==> config.mk <==
export PLATFORM = sky130hd
export DESIGN_NAME = pipeline_ctrl
export DESIGN_NICKNAME = d
export VERILOG_FILES = /design/src/rtl/pipeline_ctrl.sv
export SDC_FILE = /design/constraint.sdc
export NUM_CORES = 1
export LEC_CHECK = 0
export ABC_AREA = 1
export CORE_MARGIN = 2
export CORE_UTILIZATION = 53
export DETAILED_ROUTE_END_ITERATION = 16
export PLACE_DENSITY = 0.8
export REMOVE_ABC_BUFFERS = 1
export SYNTH_ARGS = -nofsm -noshare
export SYNTH_HDL_FRONTEND = slang
export SYNTH_SLANG_ARGS = --single-unit
==> constraint.sdc <==
create_clock -name clk -period 1.9 [get_ports clk]
set_input_delay 0.19 -clock clk [delete_from_list [all_inputs] [get_ports clk]]
set_output_delay 0.19 -clock clk [all_outputs]
set_load 0.02 [all_outputs]
==> src/rtl/pipeline_ctrl.sv <==
// ---------------------------------------------------------------------------
// pipeline_ctrl
//   Central stall/flush sequencer for the 5-stage pipeline (F,D,X,M,W).
//   Merges load-use stalls, X-stage branch redirects and multi-cycle dmem
//   waits into per-stage register enables and bubble inserts. Flags a
//   dmem timeout (sticky HALT) and counts front-end stall cycles.
//
//   Ports
//     clk, rst_n     clock (rising edge), async active-low reset
//     load_use       load-use stall request from hazard unit
//     br_taken_X     branch/jump resolved taken in X this cycle
//     dmem_req       M-stage instruction is a load/store
//     dmem_ack       data memory completes the M access this cycle
//     en_F..en_M     pipeline register write enables
//     flush_D/X/W    bubble insert into IF/ID, ID/EX, MEM/WB
//     halted         sticky dmem timeout, pipeline frozen
//     stall_cycles   saturating count of cycles with en_F==0
// ---------------------------------------------------------------------------
module pipeline_ctrl #(
    parameter int TIMEOUT = 16,
    parameter int CNT_W   = 32
) (
    input  logic             clk,
    input  logic             rst_n,
    input  logic             load_use,
    input  logic             br_taken_X,
    input  logic             dmem_req,
    input  logic             dmem_ack,
    output logic             en_F,
    output logic             en_D,
    output logic             en_X,
    output logic             en_M,
    output logic             flush_D,
    output logic             flush_X,
    output logic             flush_W,
    output logic             halted,
    output logic [CNT_W-1:0] stall_cycles
);

    localparam int WC_W = $clog2(TIMEOUT + 1);

    typedef enum logic [1:0] {
        S_RUN   = 2'd0,
        S_DWAIT = 2'd1,
        S_HALT  = 2'd2
    } state_t;

    state_t            r_state;
    state_t            w_next;
    logic [WC_W-1:0]   r_wait_cnt;
    logic [WC_W-1:0]   w_wait_nxt;
    logic [CNT_W-1:0]  r_stall_cnt;

    // w_issue: the M access is not blocking this cycle, so the normal
    // branch / load-use / advance priority decides the enables.
    logic w_issue;
    logic w_en_F, w_en_D, w_en_X, w_en_M;
    logic w_fl_D, w_fl_X, w_fl_W, w_halt;

    // ---------------- state register ----------------
    always_ff @(posedge clk or negedge rst_n) begin
        if (!rst_n) begin
            r_state    <= S_RUN;
            r_wait_cnt <= '0;
        end else begin
            r_state    <= w_next;
            r_wait_cnt <= w_wait_nxt;
        end
    end

    // ---------------- next state / outputs ----------------
    always_comb begin
        w_next     = r_state;
        w_wait_nxt = r_wait_cnt;
        w_issue    = 1'b0;
        w_fl_W     = 1'b0;
        w_halt     = 1'b0;

        case (r_state)
            S_RUN: begin
                if (dmem_req && !dmem_ack) begin
                    w_fl_W     = 1'b1;
                    w_next     = S_DWAIT;
                    w_wait_nxt = WC_W'(1);
                end else begin
                    // includes the zero-wait case (req with same-cycle ack)
                    w_issue = 1'b1;
                end
            end
            S_DWAIT: begin
                if (dmem_ack) begin
                    // exit cycle: branch/load-use held during the wait are
                    // still present on the inputs and are serviced now
                    w_issue    = 1'b1;
                    w_next     = S_RUN;
                    w_wait_nxt = '0;
                end else begin
                    w_fl_W     = 1'b1;
                    w_wait_nxt = r_wait_cnt + WC_W'(1);
                    if (r_wait_cnt == WC_W'(TIMEOUT - 1))
                        w_next = S_HALT;
                end
            end
            S_HALT: begin
                w_halt = 1'b1;
            end
            default: begin
                w_next     = S_RUN;
                w_wait_nxt = '0;
            end
        endcase
    end

    // Enable / flush decode once the M access is known not to block.
    always_comb begin
        w_en_F = 1'b0;
        w_en_D = 1'b0;
        w_en_X = 1'b0;
        w_en_M = 1'b0;
        w_fl_D = 1'b0;
        w_fl_X = 1'b0;
        if (w_issue) begin
            if (br_taken_X) begin
                // redirect squashes D, so a concurrent load_use is moot
                w_en_F = 1'b1;
                w_en_D = 1'b1;
                w_en_X = 1'b1;
                w_en_M = 1'b1;
                w_fl_D = 1'b1;
                w_fl_X = 1'b1;
            end else if (load_use) begin
                // hold F/D, let the load move on, bubble into X
                w_en_X = 1'b1;
                w_en_M = 1'b1;
                w_fl_X = 1'b1;
            end else begin
                w_en_F = 1'b1;
                w_en_D = 1'b1;
                w_en_X = 1'b1;
                w_en_M = 1'b1;
            end
        end
    end

    // ---------------- stall counter ----------------
    always_ff @(posedge clk or negedge rst_n) begin
        if (!rst_n)
            r_stall_cnt <= '0;
        else if (!w_en_F && (r_stall_cnt != {CNT_W{1'b1}}))
            r_stall_cnt <= r_stall_cnt + CNT_W'(1);
    end

    // Outputs forced quiet while reset is held, independent of the clock.
    assign en_F         = rst_n & w_en_F;
    assign en_D         = rst_n & w_en_D;
    assign en_X         = rst_n & w_en_X;
    assign en_M         = rst_n & w_en_M;
    assign flush_D      = rst_n & w_fl_D;
    assign flush_X      = rst_n & w_fl_X;
    assign flush_W      = rst_n & w_fl_W;
    assign halted       = rst_n & w_halt;
    assign stall_cycles = r_stall_cnt;

endmodule

## Yosys cells after proc, flatten, opt, wreduce, memory -nomap -nowiden

Cells that the tools add are included.

| cells by class | value |
|---|---|
| add/subtract/negate cells | 2 |
| eq/ne operators | 6 |
| multiplexer cells | 23 |
| bitwise operators | 7 |
| reduce and logical (&&, ||, !) cells | 7 |

Operator list:

| cell | count |
|---|---|
| 32-bit by 1-bit adder with 32-bit output (second input constant) | 1 |
| 32-bit inequality test (second input constant) | 1 |
| 5-bit one-hot mux with 3 select lines | 1 |
| 1-bit 2-to-1 mux | 14 |
| 5-bit 2-to-1 mux | 2 |
| 1-bit AND | 6 |
| 2-bit 2-to-1 mux | 3 |
| 2-bit one-hot mux with 3 select lines | 1 |
| 5-bit by 1-bit adder with 5-bit output (second input constant) | 1 |
| 5-bit by 4-bit equality test with 1-bit output (second input constant) | 1 |
| 1-bit one-hot mux with 2 select lines | 2 |
| 3-bit inequality test (second input constant) | 1 |
| 3-bit AND reduction | 1 |
| 2-bit by 1-bit equality test with 1-bit output (second input constant) | 1 |
| 2-bit equality test (second input constant) | 1 |
| 1-bit logical AND | 2 |
| 1-bit logical NOT | 2 |
| 2-bit logical NOT | 1 |
| 2-bit inequality test (second input constant) | 1 |
| 2-bit AND reduction | 1 |
| 1-bit NOT | 1 |

| word-level totals | value |
|---|---|
| register bits | 39 |
| input port bits | 6 |
| output and inout bits | 40 |
| word-level logic and storage cells | 48 |

## Longest topological paths before layout

Gate-level depths: netlist of the first run.

| logic depth | value |
|---|---|
| word-level depth | 7 |
| gate-level depth with buffers | 11 |
| depth with buffers taken out | 10 |

## Least setup slack after synthesis of the first run

No wires, ideal clock.

| timing path | value |
|---|---|
| path type | register to register |
| start point | register r_stall_cnt[1] (netlist: stall_cycles[1]) |
| end point | register r_stall_cnt[23] (netlist: stall_cycles[23]) |
| library setup time | 0.117 ns |
| data arrival time | 1.660 ns |
| data required time | 1.783 ns |
| setup slack | 0.124 ns |
| cell stages (with the launch flop) | 12 |
| buffers on the path | 1 |
| clock period less this slack | 1.776 ns |
| cells stage by stage | dfrtp_1 -> ha_1 -> inv_2 -> nor2_4 -> nand2_4 -> nor2_4 -> nand2_4 -> nand2_4 -> inv_4 -> buf_6 -> nand2_1 -> nand2_1 |

| on the way | value |
|---|---|
| longest elaborated chain between the ends | 2 |
| elaborated cells on any way between the ends | 3 |
| those cells by class | 1 x add/sub; 1 x eq/ne; 1 x reduce/logical |

Ends and longest elaborated chain:

| what | line | RTL |
|---|---|---|
| start, declared | 52 | `logic [CNT_W-1:0] r_stall_cnt;` |
| start signal, assigned | 150 | `r_stall_cnt <= r_stall_cnt + CNT_W'(1);` |
| branches (longest 2 deep; another with 32-bit by 1-bit adder with 32-bit output) | -- |  |

Parallel ways; which one is timed is not known.
A chain may end at the register's enable or synchronous reset.

## Worst setup path in the final report of the first run

| timing path | value |
|---|---|
| start point | register r_state[0] |
| end point | output port halted |

| on the way | value |
|---|---|
| longest elaborated chain between the ends | 3 |

Ends and longest elaborated chain:

| what | line | RTL |
|---|---|---|
| start, declared | 48 | `state_t r_state;` |
| start signal, assigned | 66 | `r_state <= w_next;` |
| 2-bit equality test | 79 | `case (r_state)` |
| 1-bit 2-to-1 mux | 79 |  |
| 1-bit AND | 161 | `assign halted = rst_n & w_halt;` |
| end, declared | 36 | `output logic halted,` |

Every way passes these cells.

==> summary.txt, run 1 <==
Power
  – Sw Pwr: between 700 and 800 uW
  – Max VDD drop: a little under 700 uV
  – PwrDens: between 700 and 800 nW/um^2
  – Internal power: 1.57 mW
  – Clock Power Share: 0.317
  – Sequential power share: 0.433
  – LEAKAGE: around 1.6 nW
  – Power, Total: ~2.3 mW
  – Sw frac: 0.319
  – Combinational group share of total power: 0.250

CTS
  – # resized after CTS: 7
  – CTS max path bufs: 2
  – Root buffer cell: clkbuf_8
  – Hold Buf Count CTS: 0
  – Sink Count: 39
  – Clock Latency Late Sink: ~0.29 ns
  – Cts bufs inserted: 5
  – H-tree levels: 2
  – Setup Fix Bufs, Post-CTS: 0
  – Worst-path clk slew: ~0.080 ns
  – CTS tree: built

STA
  – Final setup fails: 0
  – Max Clk Rate: roughly 0.56 GHz
  – RSZ-0062 raised after global routing: false
  – Final Hold Vio Count: 0
  – Final min period: between 1.5 and 2 ns
  – Worst-Margin Slew: about 0.5 ns
  – Tcrit/Tclk final: 0.936
  – Clock skew: approximately 0.0056 ns
  – Slew Limit Headroom: 0.671
  – Max Slew Vio Count: 0
  – Setup WS post-layout: ~0.12 ns

Synth
  – Top cells by area, synth: dfrtp_1, nand2_1, nor2_1, inv_1, nand3_1
  – Yosys warning count: 0
  – Post-Syn Instances: approximately 400
  – Sequential area share after synthesis: 0.378
  – Synthesized area per cell: between 6 and 7 sq um
  – FF+latch count, synth: 39
  – Yosys cell types: 23
  – Area leader, netlist: dfrtp_1
  – Mapped Area: between 2000 and 3000 sq um
  – Share of the synthesized area in the top cell type: 0.378

Floorplanning
  – Die area: 5450 sq um
  – Initial Utilization: 0.547
  – Die height: about 74 um
  – Rows: 25
  – Top Ports: 46
  – Core ar.: around 4700 sq um
  – Die Span X: approximately 74 um

Layout
  – Diodes inserted: 0
  – Share of cells above drive strength 1: 0.0837
  – # fillers: approximately 430
  – Register Area: 976 sq um
  – Multi-input logic area: about 1400 sq um
  – Fin nets: roughly 470
  – Layout area overhead: 27.3%

GRT
  – Largest net degree at the start of global routing: 40
  – Global Route Usage Sum: 0.257
  – Vias in the first global route: about 2500
  – Antenna violations before repair: 0
  – Global-route wire length before repair: between 10000 and 15000 um
  – Grt total ovfl: 0

Setup path
  – Worst Setup SP: r_state[0]
  – CP arrival: 1.59 ns
  – Crit. End Element: output port
  – Worst Path Required: roughly 1.7 ns
  – Worst flop-to-flop path endpoint: stall_cycles[0]
  – FF-to-FF setup slack: roughly 0.20 ns
  – Critical Path Start Type: flip-flop
  – Worst r2r path cells: 10
  – Critical path fanouts, max: 3
  – Origin of the critical flop-to-flop path: stall_cycles[1]
  – Setup CP Type: reg -> out

Job
  – Max-cap violations: 0

Placed design
  – GPL Wtd Cong: between 0.9 and 1
  – Pre-CTS WS: -0.132 ns
  – # port buffers: 45
  – HPWL after DPL: between 4000 and 5000 um

Drt
  – Residual DRC count: 0
  – DR pass1 iterations: 4
  – Detail Route Antenna Nets: 0
  – DRT Wirelength: between 6000 and 7000 um
  – Via count: 2635
  – Routed vias/inst: around 5
  – Iteration-0 DRC count of the detailed router: ~180
  – Routed wire length per instance: roughly 12 um

Min path
  – Hold Path Class: in -> async

Status
  – Outcome: completed
cell usage in the layout (no fill, tap or decap), drive strengths merged, types with 6 or more instances in the layout:
| cell type | instances |
|---|---|
| buf | 18 |
| clkbuf | 7 |
| clkdlybuf4s50 | 37 |
| dfrtp | 39 |
| dlygate4sd2 | 6 |
| inv | 40 |
| nand2 | 201 |
| nand3 | 21 |
| nor2 | 63 |
| xor2 | 7 |
power groups by stage:
| stage | clock network, mW | registers, mW | logic [mW] |
|---|---|---|---|
| CTS | 0.736 | 1.00 | 0.581 |
| floorplan | 0 | 1.07 | 0.259 |
| global placement | 0 | 1.01 | 0.575 |
| finish | 0.733 | 0.999 | 0.578 |
| global route | 0.771 | 1.02 | 0.641 |
| detailed placement | 0 | 1.02 | 0.588 |
per-layer routing:
| metal | wire length (um) | up-vias | global-route usage |
|---|---|---|---|
| met3 | 387 | 12 | 0.0508 |
| met1 | 2920 | 1197 | 0.347 |
| met5 | 0 | - | 0 |
| met4 | 99 | 0 | 0.0828 |
| met2 | 2940 | 76 | 0.416 |
| li1 | - | 1350 | - |
cell usage after synthesis:
| library cell | count |
|---|---|
| nand2_1 | 196 |
| nor2_1 | 59 |
| dfrtp_1 | 39 |
| inv_1 | 38 |
| nand3_1 | 21 |
| xor2_1 | 7 |
| nand3b_1 | 5 |
| xnor2_1 | 5 |
| a21oi_1 | 4 |
| buf_6 | 4 |
| o21ai_0 | 4 |
| ha_1 | 3 |
| nand2_4 | 3 |
| buf_4 | 2 |
| nand2_2 | 2 |
| nor2_2 | 2 |
| nor2_4 | 2 |
| and2_1 | 1 |
| inv_2 | 1 |
| inv_4 | 1 |
| o211ai_1 | 1 |
| o21a_1 | 1 |
| o41ai_1 | 1 |
kinds of logic (layout without fill, tap and decap cells):
kind of cell / after synthesis / count (layout) / synth area share
fa+ha+maj: 3 / 3 / 0.0145
simple gates: 291 / 291 / 0.460
xor+xnor: 12 / 12 / 0.0407
flops: 39 / 39 / 0.378
buf+inv: 46 / 110 / 0.0824
compound gates: 11 / 11 / 0.0247
worst max-delay path, stage by stage (launching register included):
cell             delay [ns]
dfrtp_1                0.40
inv_1                  0.09
nand2_1                0.09
nor2_1                 0.09
clkdlybuf4s50_1        0.62
state kept, by name (all words and copies together), names as in the netlist:
register and flops:
stall_cycles 32, r_state 2, r_wait_cnt 5
how the worst max path moves through the flow:
stage | depth (start not counted) | slack [ns] | endpoint
final | 4 | 0.12 | halted
after global routing | 6 | 0.02 | en_F
after CTS | 7 | 0.05 | flush_X
after detailed placement | 9 | -0.13 | flush_X
after global placement | 9 | -0.07 | flush_X
after floorplan | 10 | 0.08 | stall_cycles[11]
per-stage QoR:
stage          std cells  hold slack (ns)  instance area (sq um)  setup TNS, ns  utilization
2_1_floorplan        396           -0.106                   2520              0            -
3_3_place_gp         525            0.362                   3180        -0.0916        0.673
3_5_place_dp         525            0.369                   3180         -0.292        0.673
4_1_cts              533           0.0496                   3290              0        0.696
5_1_grt              533           0.0635                   3290              0        0.696
6_report             533           0.0310                   3290              0        0.696
area by class of cell:
cell class	count	share of cell area
clock buffers	6	0.0251
multi-input cells	317	0.425
repair buffers	62	0.171
well taps	67	0.0255
flip-flops and latches	39	0.297
inverters	40	0.0464
clock inverters	2	0.0107
(Power assumes the default switching activity.)
==> run 2, diff against run 1 <==
TNS_END_PERCENT = 10   (was default)
==> results of run 2 <==
No change in the layout: final DEF, timing and power equal those of run 1.
==> run 3, diff against run 2 <==
ABC_AREA = default   (was 1)
CORE_UTILIZATION = 50   (was 53)
==> run 3 against run 2 <==
  * The run now ends with setup timing left
  * Maximum frequency decreased by 9.8%
  * Sequential share of layout area increased by 2.0 points
  * Wire length decreased by 16%
  * Global-route usage decreased by 1.6 points
  * Clock skew decreased by 0.00053 ns
  * Synthesized area decreased by 22%
  * Die area decreased by 16%
  * Count of clock-buffer cells in the layout unchanged
  * Sequential cell count unchanged
  * Critical path type is now reg -> reg
  * Largest power group unchanged
==> summary.txt, run 3 <==
Synth
  – Synthesized area per cell: 9.91 sq um (was 6.42 sq um)
  – Post-Syn Instances: 204 (was 402)
  – Yosys cell types: 36 (was 23)
  – FF+latch count, synth: 39 (unchanged)
  – Most common cell in the netlist: dfrtp_1 (was nand2_1)
  – Mapped Area: 2020 sq um (was 2580 sq um)
  – Sequential area share after synthesis: 0.483 (was 0.378)
  – Synth cell count leaders: dfrtp_1, xor2_1, nand2_1, nor2_1, nor3_1 (was nand2_1, nor2_1, dfrtp_1, inv_1, nand3_1)
  – Share of the synthesized area in the top cell type: 0.483 (was 0.378)
  – Area leader, netlist: dfrtp_1 (unchanged)
  – Yosys warning count: 0 (unchanged)
  – Post-synth EDFFs: 0 (unchanged)
  – Top cells by area, synth: dfrtp_1, xor2_1, nand2_1, nor3_1, xnor2_1 (was dfrtp_1, nand2_1, nor2_1, inv_1, nand3_1)
  – Main synth FF type: dfrtp_1 (unchanged)
  – Post-synth ARST share: 1.00 (unchanged)

Setup path
  – Critical path fanouts, max: 8 (was 3)
  – Setup CP Type: reg -> reg (was reg -> out)
  – Worst path cell trace: nand4_2 > or4_4 > nor4_4 > buf_12 > nor2_2 > mux2_4 (was inv_1 > nand2_1 > nor2_1 > clkdlybuf4s50_1)
  – CP arrival: 2.15 ns (was 1.59 ns)
  – Worst setup path end: stall_cycles[1] (was halted)
  – Delay of the slowest critical-path stage: 0.53 ns (was 0.62 ns)
  – Worst r2r path cells: 6 (was 10)
  – Worst flop-to-flop path endpoint: stall_cycles[1] (was stall_cycles[0])
  – Crit. End Element: flip-flop (was output port)
  – Origin of the critical flop-to-flop path: stall_cycles[16] (was stall_cycles[1])
  – Critical Path Start Type: flip-flop (unchanged)
  – Slowest-stage cell, CP: or4_4 (was clkdlybuf4s50_1)
  – Worst Setup SP: stall_cycles[16] (was r_state[0])
  – FF-to-FF setup slack: -0.07 ns (was 0.20 ns)
  – Worst Path Required: 2.08 ns (was 1.71 ns)

STA
  – Hold slack: 0.363 ns (was 0.0310 ns)
  – Max Slew Vio Count: 0 (unchanged)
  – Final Hold Vio Count: 0 (unchanged)
  – Setup WS post-layout: -0.0720 ns (was 0.121 ns)
  – Tcrit/Tclk final: 1.04 (was 0.936)
  – Final min period: 1.97 ns (was 1.78 ns)
  – Slew Limit Headroom: 0.713 (was 0.671)
  – Final setup fails: 15 (was 0)
  – Worst-Margin Slew: 0.430 ns (was 0.493 ns)
  – Clock skew: 0.00512 ns (was 0.00564 ns)
  – RSZ-0062 raised after global routing: true (was false)
  – Max Clk Rate: 0.507 GHz (was 0.562 GHz)

Power
  – Max VDD drop: 724 uV (was 679 uV)
  – PwrDens: 827 nW/um^2 (was 703 nW/um^2)
  – Power, Total: 2.55 mW (was 2.31 mW)
  – LEAKAGE: 1.51 nW (was 1.57 nW)

Floorplanning
  – Die area: 4570 sq um (was 5450 sq um)
  – Die Span X: 67.6 um (was 73.8 um)
  – Core ar.: 3940 sq um (was 4720 sq um)
  – Initial Utilization: 0.513 (was 0.547)
  – Rows: 23 (was 25)
  – Top Ports: 46 (unchanged)
  – Die height: 67.6 um (was 73.8 um)

Layout
  – Share of cells above drive strength 1: 0.255 (was 0.0837)
  – Post-Layout Cell Count: 356 (was 533)
  – Layout area overhead: 52.4% (was 27.3%)
  – # fillers: 252 (was 433)
  – Most frequent cells in the layout: buf_4, dfrtp_1, clkdlybuf4s50_1, xor2_1, nand2_1 (was nand2_1, nor2_1, dfrtp_1, inv_1, clkdlybuf4s50_1)
  – Diodes inserted: 0 (unchanged)
  – Commonest non-fill, non-tap cell in the layout: buf_4 (was nand2_1)
  – Fin nets: 314 (was 474)
  – Max reg flops: 32 (unchanged)
  – Final instance area: 3080 sq um (was 3290 sq um)

CTS
  – Cts bufs inserted: 5 (unchanged)
  – CTS tree: built (unchanged)
  – Clock Latency Late Sink: 0.29 ns (about the same)
  – CTS max path bufs: 2 (unchanged)
  – H-tree levels: 2 (unchanged)
  – Worst-path clk slew: 0.07 ns (was 0.08 ns)
  – Sink Count: 39 (unchanged)
  – Root buffer cell: clkbuf_8 (unchanged)

Job
  – Max-cap violations: 0 (unchanged)

Min path
  – Hold Path Class: in -> async (unchanged)

Drt
  – Residual DRC count: 0 (unchanged)
  – Routed wire length per instance: 15.1 um (was 11.9 um)
  – Detail Route Antenna Nets: 0 (unchanged)
  – DR pass1 iterations: 4 (unchanged)
  – DRT Wirelength: 5360 um (was 6350 um)
  – Iteration-0 DRC count of the detailed router: 142 (was 178)
  – Via count: 1918 (was 2635)
  – Routed vias/inst: 5.39 (was 4.94)

GRT
  – Global-route wire length before repair: 8290 um (was 10800 um)
  – Global Route Usage Sum: 0.242 (was 0.257)
  – Vias in the first global route: 1826 (was 2473)
  – Antenna violations before repair: 0 (unchanged)
  – Grt total ovfl: 0 (unchanged)
  – Largest net degree at the start of global routing: 35 (was 40)

Placed design
  – GPL Wtd Cong: 0.830 (was 0.925)
  – # port buffers: 45 (unchanged)
  – Placed cells: 340 (was 525)
  – DP Area: 2850 sq um (was 3180 sq um)
  – HPWL after DPL: 3770 um (was 4810 um)

Status
  – Failing checks: setup timing
  – Outcome: finished, violations left (was completed)
[run 3: worst max-delay path, delay by kind of cell, from the launching register on]
family	cells	cell delay (ns)
buf+inv	1	0.17
flops	1	0.38
mux	1	0.29
simple gates	4	1.01
[run 3: how the worst min path moves through the flow]
stage,to,slack [ns]
floorplan,r_state[0],-0.11
global placement,stall_cycles[5],0.04
detailed placement,stall_cycles[5],0.05
CTS,stall_cycles[5],0.36
global route,stall_cycles[0],0.40
finish,stall_cycles[3],0.36
[run 3: metrics by stage]
step	utilization	setup WS [ns]	setup TNS [ns]
detailed placement	0.724	-0.149	-0.565
finish	0.781	-0.0720	-0.662
CTS	0.756	-0.0486	-0.121
global placement	0.724	-0.0747	-0.183
floorplan	-	-0.382	-5.40
global route	0.781	-0.155	-2.25
[run 3: cells by family (layout without fill, tap and decap cells)]
group,after synthesis,count (layout),synth area share
flops,39,39,0.483
mux,3,3,0.0161
compound gates,11,11,0.0365
buf+inv,14,116,0.0334
xor+xnor,32,32,0.139
simple gates,102,102,0.274
fa+ha+maj,3,3,0.0186
[run 3: area by class of cell]
type                            count  area, sq um  area share
Clock buffer                        6         82.6      0.0268
Clock inverter                      2         35.0      0.0114
Inverter                            9         33.8      0.0110
Multi-Input combinational cell    151         1020       0.332
Sequential cell                    39          976       0.317
Tap cell                           50         62.6      0.0203
Timing Repair Buffer               99          867       0.282
[run 3: timing repair]
item,in CTS,in global routing
pin swaps,1,2
resized for setup,7,13
hold buffers,2,0
setup endpoints to repair,10,18
buffers inserted,0,6
endpoints found under the hold margin,5,0
[run 3: power by group]
part	switching, mW	leakage (nW)	total, mW	internal, mW
registers	0.0781	0.496	1.01	0.929
clock network	0.292	0.0612	0.717	0.425
logic	0.411	0.957	0.824	0.412
total	0.781	1.51	2.55	1.77
[run 3: per-layer routing]
metal | part of all wire | global-route usage
met4 | 0.014 | 0.0791
met2 | 0.50 | 0.398
met5 | 0 | 0
met3 | 0.048 | 0.0500
met1 | 0.44 | 0.317
